**config.mk**
```make
export PLATFORM = sky130hd
export DESIGN_NAME = ipsxe_floating_point_apm_rne_arb_v1_0_flat
export DESIGN_NICKNAME = d
export VERILOG_FILES = /design/src/rtl/ipsxe_floating_point_apm_rne_arb_v1_0_pkg.sv /design/src/rtl/ipsxe_floating_point_apm_rne_arb_v1_0_if.sv /design/src/rtl/ipsxe_floating_point_rr_arb2_v1_0.sv /design/src/rtl/ipsxe_floating_point_apm_rne_arb_v1_0.sv /design/src/flat_wrapper.sv
export SDC_FILE = /design/constraint.sdc
export NUM_CORES = 1
export LEC_CHECK = 0
export BUFFER_PORTS_ARGS = -buffer_cell sky130_fd_sc_hd__buf_2
export CAP_MARGIN = 40
export CORE_MARGIN = 10
export CORE_UTILIZATION = 51
export CTS_CLUSTER_DIAMETER = 40
export CTS_CLUSTER_SIZE = 14
export DETAILED_ROUTE_END_ITERATION = 8
export PLACE_DENSITY = 0.91
export SYNTH_ARGS = -nofsm -noshare
export SYNTH_HDL_FRONTEND = slang
export SYNTH_HIERARCHICAL = 1
export SYNTH_SLANG_ARGS = --single-unit
```
**constraint.sdc**
```tcl
create_clock -name i_clk -period 6.4 [get_ports i_clk]
set_clock_uncertainty 0.15 [all_clocks]
set_input_delay 0.64 -clock i_clk [delete_from_list [all_inputs] [get_ports i_clk]]
set_output_delay 0.64 -clock i_clk [all_outputs]
set_load 0.02 [all_outputs]
```
**src/rtl/ipsxe_floating_point_apm_rne_arb_v1_0_pkg.sv**
```systemverilog
// Shared constants for the APM rounding wrappers.
// Width and latency derivations live here so every wrapper agrees on them.
package ipsxe_floating_point_apm_rne_arb_v1_0_pkg;

    localparam logic [17:0] APM_Y_ONE = 18'd1;

    typedef enum logic {
        REQ_0 = 1'b0,
        REQ_1 = 1'b1
    } req_id_e;

    typedef struct packed {
        logic    vld;
        req_id_e id;
    } apm_tag_t;

    function automatic int calc_in_w(
        input int man_w,
        input int rne,
        input int rne1,
        input int rne2
    );
        return ((man_w + 1) + rne + rne1) / 2 + rne2 - 9;
    endfunction

    function automatic int calc_out_w(
        input int man_w,
        input int rne,
        input int rne1
    );
        return ((man_w + 1) + rne + rne1) / 2 - 9;
    endfunction

    function automatic int calc_apm_lat(
        input int lat_cfg,
        input int pipe_max
    );
        return (lat_cfg >= pipe_max - 5) ? 1 : 0;
    endfunction

endpackage

```
**src/rtl/ipsxe_floating_point_apm_rne_arb_v1_0_if.sv**
```systemverilog
// Requester/result handshake bundle of the shared APM rounding arbiter.
// The slave side is the arbiter, the master side drives operands and drains results.
interface ipsxe_floating_point_apm_rne_arb_v1_0_if #(
    parameter int IN_W  = 87,
    parameter int OUT_W = 43
);

    logic             i_req0_valid;
    logic             i_req1_valid;
    logic [IN_W-1:0]  i_req0_data;
    logic [IN_W-1:0]  i_req1_data;
    logic             o_req0_ready;
    logic             o_req1_ready;
    logic             o_res0_valid;
    logic             o_res1_valid;
    logic [OUT_W-1:0] o_res0_data;
    logic [OUT_W-1:0] o_res1_data;
    logic             i_res0_ready;
    logic             i_res1_ready;
    logic             o_busy;

    modport slave (
        input  i_req0_valid,
        input  i_req1_valid,
        input  i_req0_data,
        input  i_req1_data,
        output o_req0_ready,
        output o_req1_ready,
        output o_res0_valid,
        output o_res1_valid,
        output o_res0_data,
        output o_res1_data,
        input  i_res0_ready,
        input  i_res1_ready,
        output o_busy
    );

    modport master (
        output i_req0_valid,
        output i_req1_valid,
        output i_req0_data,
        output i_req1_data,
        input  o_req0_ready,
        input  o_req1_ready,
        input  o_res0_valid,
        input  o_res1_valid,
        input  o_res0_data,
        input  o_res1_data,
        output i_res0_ready,
        output i_res1_ready,
        input  o_busy
    );

endinterface

```
**src/rtl/ipsxe_floating_point_rr_arb2_v1_0.sv**
```systemverilog
// Two-way round-robin grant with a last-grant pointer.
// The pointer only moves on a grant, so withdrawn requests leave it untouched.
module ipsxe_floating_point_rr_arb2_v1_0
    import ipsxe_floating_point_apm_rne_arb_v1_0_pkg::*;
(
    input  logic       i_clk,
    input  logic       i_rst,
    input  logic [1:0] i_elig,
    output logic [1:0] o_gnt
);

    req_id_e last_q;
    req_id_e last_d;

    always_comb begin
        o_gnt  = 2'b00;
        last_d = last_q;
        unique case (i_elig)
            2'b01:   o_gnt = 2'b01;
            2'b10:   o_gnt = 2'b10;
            2'b11:   o_gnt = (last_q == REQ_1) ? 2'b01 : 2'b10;
            default: o_gnt = 2'b00;
        endcase
        if (o_gnt[0]) begin
            last_d = REQ_0;
        end else if (o_gnt[1]) begin
            last_d = REQ_1;
        end
    end

    // Pointer starts at requester 1 so requester 0 wins the first tie.
    always_ff @(posedge i_clk) begin
        if (i_rst) begin
            last_q <= REQ_1;
        end else begin
            last_q <= last_d;
        end
    end

endmodule

```
**src/rtl/ipsxe_floating_point_apm_rne_arb_v1_0.sv**
```systemverilog
// Two requesters share one rounding APM computing Z + X*1 (upper field + round bit).
// A {valid, id} tag rides alongside the APM to steer each result to its owner.
module ipsxe_floating_point_apm_rne_arb_v1_0
    import ipsxe_floating_point_apm_rne_arb_v1_0_pkg::*;
#(
    parameter int MAN_WIDTH          = 52,
    parameter int RNE                = 2,
    parameter int RNE1               = 49,
    parameter int RNE2               = 44,
    parameter int LATENCY_CONFIG     = 1,
    parameter int PIPE_STAGE_NUM_MAX = 1
) (
    input logic i_clk,
    input logic i_rst,
    ipsxe_floating_point_apm_rne_arb_v1_0_if.slave bus
);

    localparam int IN_W    = calc_in_w(MAN_WIDTH, RNE, RNE1, RNE2);
    localparam int OUT_W   = calc_out_w(MAN_WIDTH, RNE, RNE1);
    localparam int APM_LAT = calc_apm_lat(LATENCY_CONFIG, PIPE_STAGE_NUM_MAX);

    logic [1:0]       req_vld;
    logic [1:0]       res_rdy;
    logic [1:0]       elig;
    logic [1:0]       gnt;
    logic [1:0]       inflight;
    logic [1:0]       load;
    logic [1:0]       pop;
    logic [1:0]       res_vld;
    logic [OUT_W-1:0] res_dat [2];

    logic [IN_W-1:0]  sel_dat;
    logic [RNE2-2:0]  low_unused;
    apm_tag_t         tag_d;
    apm_tag_t         tag_s;
    logic [OUT_W-1:0] z_d;
    logic [OUT_W-1:0] z_s;
    logic             x_d;
    logic             x_s;
    logic [OUT_W-1:0] apm_p;

    assign req_vld = {bus.i_req1_valid, bus.i_req0_valid};
    assign res_rdy = {bus.i_res1_ready, bus.i_res0_ready};

    // A held result must be drained this cycle before its owner may issue again.
    assign elig = req_vld & ~inflight & (~res_vld | res_rdy) & {2{~i_rst}};

    ipsxe_floating_point_rr_arb2_v1_0 u_arb (
        .i_clk  (i_clk),
        .i_rst  (i_rst),
        .i_elig (elig),
        .o_gnt  (gnt)
    );

    always_comb begin
        tag_d     = '0;
        tag_d.vld = |gnt;
        tag_d.id  = gnt[1] ? REQ_1 : REQ_0;
        sel_dat   = gnt[1] ? bus.i_req1_data : bus.i_req0_data;
        z_d       = sel_dat[IN_W-1:RNE2];
        x_d       = sel_dat[RNE2-1];
    end

    // Bits below the round bit never influence the rounded result.
    assign low_unused = sel_dat[RNE2-2:0];

    generate
        if (APM_LAT != 0) begin : g_apm_reg
            apm_tag_t         tag_q;
            logic [OUT_W-1:0] z_q;
            logic             x_q;

            always_ff @(posedge i_clk) begin
                if (i_rst) begin
                    tag_q <= '0;
                    z_q   <= '0;
                    x_q   <= 1'b0;
                end else begin
                    tag_q <= tag_d;
                    z_q   <= z_d;
                    x_q   <= x_d;
                end
            end

            assign tag_s    = tag_q;
            assign z_s      = z_q;
            assign x_s      = x_q;
            assign inflight = {
                tag_q.vld & (tag_q.id == REQ_1),
                tag_q.vld & (tag_q.id == REQ_0)
            };
        end else begin : g_apm_comb
            assign tag_s    = tag_d;
            assign z_s      = z_d;
            assign x_s      = x_d;
            assign inflight = 2'b00;
        end
    endgenerate

    // APM post-adder: carry out of the upper field is dropped.
    assign apm_p = z_s + OUT_W'(x_s) * OUT_W'(APM_Y_ONE);

    for (genvar n = 0; n < 2; n++) begin : g_res
        logic             vld_q;
        logic             vld_d;
        logic [OUT_W-1:0] dat_q;
        logic [OUT_W-1:0] dat_d;

        assign load[n] = tag_s.vld & (tag_s.id == ((n == 1) ? REQ_1 : REQ_0));
        assign pop[n]  = vld_q & res_rdy[n];

        always_comb begin
            vld_d = vld_q;
            dat_d = dat_q;
            if (load[n]) begin
                vld_d = 1'b1;
                dat_d = apm_p;
            end else if (pop[n]) begin
                vld_d = 1'b0;
            end
        end

        always_ff @(posedge i_clk) begin
            if (i_rst) begin
                vld_q <= 1'b0;
                dat_q <= '0;
            end else begin
                vld_q <= vld_d;
                dat_q <= dat_d;
            end
        end

        assign res_vld[n] = vld_q;
        assign res_dat[n] = dat_q;
    end

    assign bus.o_req0_ready = gnt[0];
    assign bus.o_req1_ready = gnt[1];
    assign bus.o_res0_valid = res_vld[0] & ~i_rst;
    assign bus.o_res1_valid = res_vld[1] & ~i_rst;
    assign bus.o_res0_data  = i_rst ? '0 : res_dat[0];
    assign bus.o_res1_data  = i_rst ? '0 : res_dat[1];
    assign bus.o_busy       = ~i_rst & ((|res_vld) | (|inflight));

endmodule

```
**src/flat_wrapper.sv**
```systemverilog
// flat-port wrapper written by rule: the top's interface ports become plain ports
module ipsxe_floating_point_apm_rne_arb_v1_0_flat import ipsxe_floating_point_apm_rne_arb_v1_0_pkg::*;
#(
    parameter int MAN_WIDTH          = 52,
    parameter int RNE                = 2,
    parameter int RNE1               = 49,
    parameter int RNE2               = 44,
    parameter int LATENCY_CONFIG     = 1,
    parameter int PIPE_STAGE_NUM_MAX = 1
)
  (i_clk, i_rst, bus_i_req0_valid, bus_i_req1_valid, bus_i_req0_data, bus_i_req1_data, bus_o_req0_ready, bus_o_req1_ready, bus_o_res0_valid, bus_o_res1_valid, bus_o_res0_data, bus_o_res1_data, bus_i_res0_ready, bus_i_res1_ready, bus_o_busy);
  ipsxe_floating_point_apm_rne_arb_v1_0_if #(.IN_W((87)), .OUT_W((43))) bus_i ();
  input logic i_clk;
  input logic i_rst;
  input wire logic [$bits(bus_i.i_req0_valid)-1:0] bus_i_req0_valid;
  input wire logic [$bits(bus_i.i_req1_valid)-1:0] bus_i_req1_valid;
  input wire logic [$bits(bus_i.i_req0_data)-1:0] bus_i_req0_data;
  input wire logic [$bits(bus_i.i_req1_data)-1:0] bus_i_req1_data;
  output wire logic [$bits(bus_i.o_req0_ready)-1:0] bus_o_req0_ready;
  output wire logic [$bits(bus_i.o_req1_ready)-1:0] bus_o_req1_ready;
  output wire logic [$bits(bus_i.o_res0_valid)-1:0] bus_o_res0_valid;
  output wire logic [$bits(bus_i.o_res1_valid)-1:0] bus_o_res1_valid;
  output wire logic [$bits(bus_i.o_res0_data)-1:0] bus_o_res0_data;
  output wire logic [$bits(bus_i.o_res1_data)-1:0] bus_o_res1_data;
  input wire logic [$bits(bus_i.i_res0_ready)-1:0] bus_i_res0_ready;
  input wire logic [$bits(bus_i.i_res1_ready)-1:0] bus_i_res1_ready;
  output wire logic [$bits(bus_i.o_busy)-1:0] bus_o_busy;
  assign bus_i.i_req0_valid = bus_i_req0_valid;
  assign bus_i.i_req1_valid = bus_i_req1_valid;
  assign bus_i.i_req0_data = bus_i_req0_data;
  assign bus_i.i_req1_data = bus_i_req1_data;
  assign bus_o_req0_ready = bus_i.o_req0_ready;
  assign bus_o_req1_ready = bus_i.o_req1_ready;
  assign bus_o_res0_valid = bus_i.o_res0_valid;
  assign bus_o_res1_valid = bus_i.o_res1_valid;
  assign bus_o_res0_data = bus_i.o_res0_data;
  assign bus_o_res1_data = bus_i.o_res1_data;
  assign bus_i.i_res0_ready = bus_i_res0_ready;
  assign bus_i.i_res1_ready = bus_i_res1_ready;
  assign bus_o_busy = bus_i.o_busy;
  ipsxe_floating_point_apm_rne_arb_v1_0 #(.MAN_WIDTH(MAN_WIDTH), .RNE(RNE), .RNE1(RNE1), .RNE2(RNE2), .LATENCY_CONFIG(LATENCY_CONFIG), .PIPE_STAGE_NUM_MAX(PIPE_STAGE_NUM_MAX)) u_core (.i_clk(i_clk), .i_rst(i_rst), .bus(bus_i));
endmodule
```
==> results.ini <==
[outcome]
status=complete, no violations

[synth]
synthMuxAreaShare_pct=7.21
yosys.area_share.adder_pct=0.410
synth_top_family_by_area=simple AND/OR/NAND/NOR gates
yosysWarnings=6
yosys.area_share.simple_pct=29.5
synthXorXnorAreaFrac_pct=5.02
ys_ff_latch=135
syn_inst=711
syn_area_um2=6110
synth_compound_area_share_pct=9.92
synth_cell_type_count=37
syn_avg_cell_area_um2=8.59
ys_seq_area_share_pct=44.3
syn_nets=893

[worst_setup_path]
crit_family=buffers and inverters
worstSetupPathType=register to output port
crit_buf_inv=3
crit_slowest_cell=buf_4
critical_path.max_fanout=75
timing.reg2reg.setup_slack_ns=3.39
worstPathCellList=nor2b_4 > buf_4 > nor4b_1 > nand2_1 > and2_2 > buf_4 > buf_2
crit_path_start_kind=register
crit_required_ns=5.61
slowest_delay_ns=0.60
cpMostUsedCell=buf_4
endpoint_kind=output port
worstPathArrival_ns=3.08

[die]
pin_count=271
start_util_pct=52.8
core_area_um2=11600
die-area_um2=16700
placementRows=39
die_h_um=129
fp.dieW_um=129

[finish]
final_cell_mix=183 x buf_2, 139 x nor2_1, 135 x dfxtp_1
fin_nets=1047
layout-drive-gt1-share_pct=26.3
post-route-util_pct=66.2
antenna_cells=0
syn_to_final_growth_pct=25.5
mostFrequentLayoutCell=buf_2

[routing]
wirelength_um=16800
drt_iter0_drc=441
ant_nets=0
detail_route.wl_per_cell_um=16.5
drcViolationCount=0
routed_via_density=5.43
via_count=5548
drt_pass1_iterations=5

[cts]
cts_tree=built
clock_path_buffers=2
path_clk_slew_ns=0.06
cts_resized=0
cts_num_sinks=135
cts_root_buf=clkbuf_16
clk_latency_ns=0.41
hold_buffers=0
post_cts_buffers=0
numCtsBuffers=17
h-tree-depth=4

[global_route]
track_usage_pct=19.6
grt_start_max_net_pins=97
grt_pass1_vias=5384
grt_pass1_wl_um=26500
grt_overflow=0
antenna_found_initial=0

[timing]
max_clock_freq_mhz=258
maxSlewViolCount=0
setup_viol=0
period_minus_slack_ns=3.87
slew_headroom_pct=48.7
whs_ns=0.299
rsz0062_at_grt=false
period_share_pct=60.5
worstMarginPinSlew_ns=0.769
tns_ns=0
finalHoldViolCount=0

[placement]
portBuffers=184
hpwl_um=12500
gp_routability_congestion=0.965

[pwr]
power.leakage_nw=3.14
finalPower_w=0.00213
max-vdd-ir-drop_v=0.000193
pwr_density_cell_nw_per_um2=278

[job]
maxCapViolations=0

[worst_hold_path]
hold_path.class=register to register

kinds of logic after synthesis:
kind of cell	Yosys count
AND/OR/NAND/NOR	353
multiplexers	44
flip-flops	135
XOR/XNOR	35
buffers and inverters	59
AO/OA/AOI/OAI	83
adder cells (fa/ha/maj)	2
where the power goes:
group | total (W) | switching, W | internal [W]
clock | 0.000987 | 0.000358 | 0.000629
combinational | 0.000221 | 0.000128 | 0.0000922
sequential | 0.000921 | 0.0000347 | 0.000887
total | 0.00213 | 0.000521 | 0.00161
tightest hold or removal path, cell delays in order (launching register included):
cell and delay (ns):
dfxtp_1 0.30, nand2_1 0.05, a21oi_1 0.05
state kept, by name, indices dropped and copies added, names as in the netlist:
name	flops
u_core/g_apm_reg.x_q	1
u_core/g_apm_reg.z_q	43
u_core/g_apm_reg.tag_q	2
u_core/g_res.vld_q	2
u_core/u_arb/last_q	1
u_core/g_res.dat_q	86
layer usage:
layer  routed length [um]  up-vias  part of all wire [%]  track usage [%]
met4                  462        0                   2.7             9.06
met3                 1550       32                   9.2             6.24
li1                     -     2760                     -                -
met5                    0        -                     0                0
met2                 7810      243                    46             31.5
met1                 7020     2513                    42             23.7
final cells by class:
cell class,count,area [um2]
Fill cell,930,3900
Multi-Input combinational cell,517,3190
Sequential cell,135,2700
Timing Repair Buffer,189,965
Clock buffer,19,453
Tap cell,143,179
Clock inverter,13,154
Inverter,5,18.8
metrics by stage:
| stage | cells | worst slack (ns) | cell area (um2) |
|---|---|---|---|
| after CTS | 1021 | 2.51 | 7660 |
| after global routing | 1021 | 2.34 | 7660 |
| final | 1021 | 2.53 | 7660 |
| after global placement | 989 | 2.97 | 7050 |
| after detailed placement | 989 | 2.88 | 7050 |
| after floorplan | 711 | 3.28 | 6110 |
synth_stat cells (all sizes together):
cell type  number  area, um2
a211oi         56        420
a21boi          1       7.51
a21o            1       7.51
a21oi           4       20.0
a311oi         10       87.6
and2            3       18.8
and3            6       37.5
and4            6       53.8
buf            16       62.6
clkbuf         38        143
dfxtp         135       2700
ha              2       25.0
inv             5       18.8
mux2i          44        440
nand2          30        113
nand2b          3       18.8
nand3          15       80.1
nand4          15        106
nor2          139        522
nor2b          92        576
nor3           17       85.1
nor4           16        100
nor4b           2       17.5
o21ai           8       40.0
o31ai           3       22.5
or2             1       6.26
or3             2       17.5
or4             6       50.1
xnor2          23        201
xor2           12        105
worst paths after layout:
kind / startpoint / endpoint / cells after the start
min reg2reg: u_core/g_res[1].dat_q[1] / u_core/g_res[1].dat_q[1] / 2
min: u_core/g_res[1].dat_q[1] / u_core/g_res[1].dat_q[1] / 2
max: u_core/g_apm_reg.tag_q[1] / bus_o_req1_ready / 7
max reg2reg: u_core/g_apm_reg.tag_q[1] / u_core/g_apm_reg.z_q[42] / 8
(Power assumes the default switching activity.)
